`src/rtl/prim_skid_reg_slice.sv`:
```
// prim_skid_reg_slice: two-entry valid/ready skid buffer.
// valid_o, ready_o, count_o and data_o come straight from flops.
module prim_skid_reg_slice #(
  parameter int unsigned      Width      = 32,
  parameter logic [Width-1:0] ResetValue = '0
) (
  input  logic             clk_i,
  input  logic             rst_ni,
  input  logic             clr_i,
  input  logic             valid_i,
  output logic             ready_o,
  input  logic [Width-1:0] data_i,
  output logic             valid_o,
  input  logic             ready_i,
  output logic [Width-1:0] data_o,
  output logic [1:0]       count_o
);

  typedef enum logic [1:0] {
    StEmpty = 2'd0,
    StBusy  = 2'd1,
    StFull  = 2'd2
  } state_e;

  state_e state_q, state_d;

  logic [Width-1:0] main_q, main_d;
  logic [Width-1:0] skid_q, skid_d;

  logic       valid_q, valid_d;
  logic       ready_q, ready_d;
  logic [1:0] count_q, count_d;

  logic in_xfer;
  logic out_xfer;

  assign in_xfer  = valid_i & ready_q;
  assign out_xfer = valid_q & ready_i;

  // Next state and register loads; flush wins over any handshake.
  always_comb begin
    state_d = state_q;
    main_d  = main_q;
    skid_d  = skid_q;
    if (clr_i) begin
      state_d = StEmpty;
    end else begin
      unique case (state_q)
        StEmpty: begin
          if (in_xfer) begin
            main_d  = data_i;
            state_d = StBusy;
          end
        end
        StBusy: begin
          unique case ({in_xfer, out_xfer})
            2'b11: main_d = data_i;
            2'b10: begin
              skid_d  = data_i;
              state_d = StFull;
            end
            2'b01: state_d = StEmpty;
            default: ;
          endcase
        end
        StFull: begin
          if (out_xfer) begin
            main_d  = skid_q;
            state_d = StBusy;
          end
        end
        default: state_d = StEmpty;
      endcase
    end
  end

  // Decode the handshake outputs from the next state so they can be registered.
  always_comb begin
    valid_d = 1'b0;
    ready_d = 1'b1;
    count_d = 2'd0;
    unique case (1'b1)
      (state_d == StBusy): begin
        valid_d = 1'b1;
        count_d = 2'd1;
      end
      (state_d == StFull): begin
        valid_d = 1'b1;
        ready_d = 1'b0;
        count_d = 2'd2;
      end
      default: ;
    endcase
  end

  // Control state and registered handshake outputs.
  always_ff @(posedge clk_i or negedge rst_ni) begin
    if (!rst_ni) begin
      state_q <= StEmpty;
      valid_q <= 1'b0;
      ready_q <= 1'b1;
      count_q <= 2'd0;
    end else begin
      state_q <= state_d;
      valid_q <= valid_d;
      ready_q <= ready_d;
      count_q <= count_d;
    end
  end

  // Payload registers; they only change on a load.
  always_ff @(posedge clk_i or negedge rst_ni) begin
    if (!rst_ni) begin
      main_q <= ResetValue;
      skid_q <= ResetValue;
    end else begin
      main_q <= main_d;
      skid_q <= skid_d;
    end
  end

  assign valid_o = valid_q;
  assign ready_o = ready_q;
  assign count_o = count_q;
  assign data_o  = main_q;

endmodule

```
`config.mk`:
```
export PLATFORM = sky130hd
export DESIGN_NAME = prim_skid_reg_slice
export DESIGN_NICKNAME = d
export VERILOG_FILES = /design/src/rtl/prim_skid_reg_slice.sv
export SDC_FILE = /design/constraint.sdc
export NUM_CORES = 1
export LEC_CHECK = 0
export CAP_MARGIN = 20
export CORE_UTILIZATION = 28
export CTS_CLUSTER_SIZE = 16
export DETAILED_ROUTE_END_ITERATION = 7
export GPL_ROUTABILITY_DRIVEN = 0
export HOLD_SLACK_MARGIN = 0.02
export RECOVER_POWER = 100
export SLEW_MARGIN = 10
export SYNTH_ARGS = -nofsm -noshare
export SYNTH_HDL_FRONTEND = slang
export SYNTH_SLANG_ARGS = --single-unit
```
`constraint.sdc`:
```
create_clock -name clk_i -period 1.5 [get_ports clk_i]
set_input_delay 0.225 -clock clk_i [delete_from_list [all_inputs] [get_ports clk_i]]
set_output_delay 0.225 -clock clk_i [all_outputs]
set_load 0.1 [all_outputs]
```
==> impl_results.md, run 1 <==
* Largest net degree at the start of global routing at 37
* H-Tree Level Count at 3
* Max-Cap Viols at 0
* Final instance area at 4750 sq um
* TritonCTS Sinks at 70
* Post-synthesis cell type count at 25
* Worst Path Required at 1.72 ns
* Die area at 11600 sq um
* CP Max Fanout at 9
* WS Path Type: reg2reg
* R2R depth at 5
* Nets at 344
* Internal reg-to-reg setup slack at -0.33 ns
* Final hold vios at 0
* Placed inst area at 4570 sq um
* Final WS setup at -0.330 ns
* GRT Total Usage at 13.5%
* Iter 0 DRT Violations at 23
* Final HPWL DP at 4.36 mm
* Root Driver: clkbuf_8
* Total global routing overflow at 0
* RSZ-0062 raised after global routing: yes
* Area growth syn-to-layout at 51.7%
* RR Endpoint: data_o[26]$_DFFE_PN0P_
* CTS tree: done
* Synth Net Count at 239
* Sequential area share after synthesis at 56.0%
* TritonCTS Buffers at 9
* Worst Skew at 0.0109 ns
* Outcome: complete, but fails checks
* Core ar. at 10900 sq um
* Worst Tran Pin Value at 0.562 ns
* Avg WL per Cell at 16.3 um
* Final setup violation count at 69
* Yosys reg bits at 70
* Inserted Diodes at 0
* Clk Latency, worst-skew pair at 0.34 ns
* Setup crit start: ready_o$_DFF_PN1_
* Layout cells sized above 1 at 64.4%
* Failing checks: setup timing
* Synthesized area at 3130 sq um
* Fill cells at 985
* Rel. slew slack at 62.6%
* CP Capture Type: register
* Final worst-path cycle share at 122%
* Antenna violations before repair at 0
* Mapped Cells at 199
* Vias at 2005
* Worst R2R Start: ready_o$_DFF_PN1_
* Post-route DRC at 0
* FP Rows at 38
* First-pass GRT wire length at 11.7 mm
* Drt total wl at 7.34 mm
* Drt pass-1 iters at 4
* Initial Util at 28.8%
* Vias in the first global route at 2240
* Final ANT Viol Nets at 0
* Critical Path Source Type: register
* Synth Warn # at 0
* Die width at 108 um
* Mean area per synthesized cell at 15.7 sq um
* Achievable frequency at 547 MHz
* CTS Buffer Depth at 2
* Chip height at 108 um
* Tmin final at 1.83 ns
* Hold WC Path Type: in2async
* Crit path DAT at 2.05 ns
* Port Buf Inserts at 72
* Reg clk slew, reported paths at 0.08 ns
* Slew Viols, Final at 0
* Vias per cell at 4.47
* I/O pin cnt at 73
-- synth_stat cells, drive strengths merged --
| cell | count | area share [%] |
|---|---|---|
| a211oi | 1 | 0.24 |
| a21bo | 1 | 0.32 |
| a21o | 2 | 0.48 |
| a21oi | 2 | 0.32 |
| a221oi | 1 | 0.84 |
| buf | 9 | 2.3 |
| clkbuf | 1 | 0.12 |
| dfrtp | 69 | 55 |
| dfstp | 1 | 0.84 |
| ha | 3 | 1.2 |
| inv | 2 | 0.24 |
| mux2 | 96 | 35 |
| mux2i | 1 | 0.32 |
| nand2 | 3 | 0.36 |
| nand2b | 1 | 0.28 |
| nand3b | 1 | 0.64 |
| nor2 | 1 | 0.12 |
| nor2b | 1 | 0.20 |
| nor3 | 1 | 0.32 |
| or2 | 1 | 0.20 |
| xor2 | 1 | 0.28 |
-- metal layers --
| metal | global-route usage (%) | up-vias | routed length (um) |
|---|---|---|---|
| li1 | - | 933 | - |
| met1 | 17.0 | 1014 | 3290 |
| met3 | 3.87 | 10 | 372 |
| met5 | 0 | - | 0 |
| met2 | 21.5 | 48 | 3570 |
| met4 | 5.58 | 0 | 103 |
-- cells by family (layout without fill, tap and decap cells) --
family	after synthesis	count (layout)	share of synthesized area [%]
simple gates	9	9	2.12
buf+inv	12	122	2.64
xor+xnor	1	1	0.280
fa+ha+maj	3	3	1.20
compound gates	7	7	2.20
mux	97	97	35.6
flops	70	70	56.0
-- critical path, cell delays in order, from the launching register on --
cell	delay (ns)
dfstp_4	0.63
nand3b_4	0.09
a221oi_4	0.32
buf_6	0.19
buf_12	0.14
mux2_2	0.33
-- stage by stage --
stage | TNS (ns) | util (%) | hold WS (ns) | worst slack (ns) | cells
2_1_floorplan | -26.58 | - | -0.0706 | -0.470 | 199
3_3_place_gp | -28.58 | 42.0 | 0.138 | -0.467 | 417
3_5_place_dp | -30.21 | 42.0 | 0.141 | -0.491 | 417
4_1_cts | -18.94 | 46.3 | 0.301 | -0.319 | 443
5_1_grt | -21.85 | 43.6 | 0.431 | -0.409 | 449
6_report | -17.63 | 43.6 | 0.402 | -0.330 | 449
-- layout make-up --
class	count	area [sq um]	share of cell area (%)
Sequential cell	70	1760	37.0
Multi-Input combinational cell	117	1550	32.6
Timing Repair Buffer	104	1050	22.2
Tap cell	140	175	3.69
Clock buffer	11	151	3.19
Clock inverter	5	57.6	1.21
Inverter	2	7.51	0.158
-- registers in the layout, indices dropped and copies added (netlist names) --
register	flops
data_o	32
skid_q	32
count_o	2
state_q	2
ready_o	1
valid_o	1
-- timing repair --
action,CTS,global route
hold buffers,1,0
endpoints found under the setup margin,70,70
endpoints found under the hold margin,19,0
pin swaps,2,5
gates resized for setup,31,32
gates cloned,4,3
setup buffers,5,3
-- worst max-delay path by stage --
stage          slack (ns)  cells after the start                      to
5_1_grt             -0.41                      5  data_o[22]$_DFFE_PN0P_
3_5_place_dp        -0.49                      5  data_o[17]$_DFFE_PN0P_
2_1_floorplan       -0.47                      4  data_o[16]$_DFFE_PN0P_
3_3_place_gp        -0.47                      5  data_o[19]$_DFFE_PN0P_
6_report            -0.33                      5  data_o[26]$_DFFE_PN0P_
4_1_cts             -0.32                      5  data_o[26]$_DFFE_PN0P_
-- placed cells by master (no fill, tap or decap), types with 2 or more instances in the layout --
master and n:
buf_4 11, a21o_1 2, mux2_2 42, buf_2 15, clkbuf_8 11, clkbuf_4 19
ha_4 2, inv_2 2, clkdlybuf4s50_1 35, buf_16 4, dfrtp_1 67, mux2_4 54
clkinvlp_4 3, dfrtp_2 2, buf_6 9, buf_12 6, clkbuf_2 2, clkbuf_16 2
nand2_1 2
Power of run 1 is not shown: default switching activity piles up to over one toggle a cycle in this logic, so the estimate is an artifact.
==> run 2: changes to the inputs <==
Settings changed: CAP_MARGIN 20 to unset.
==> results of run 2 <==
Same layout as run 1: the final DEF is identical, and so are final timing and power.
Power of run 2 is left out for the same reason.
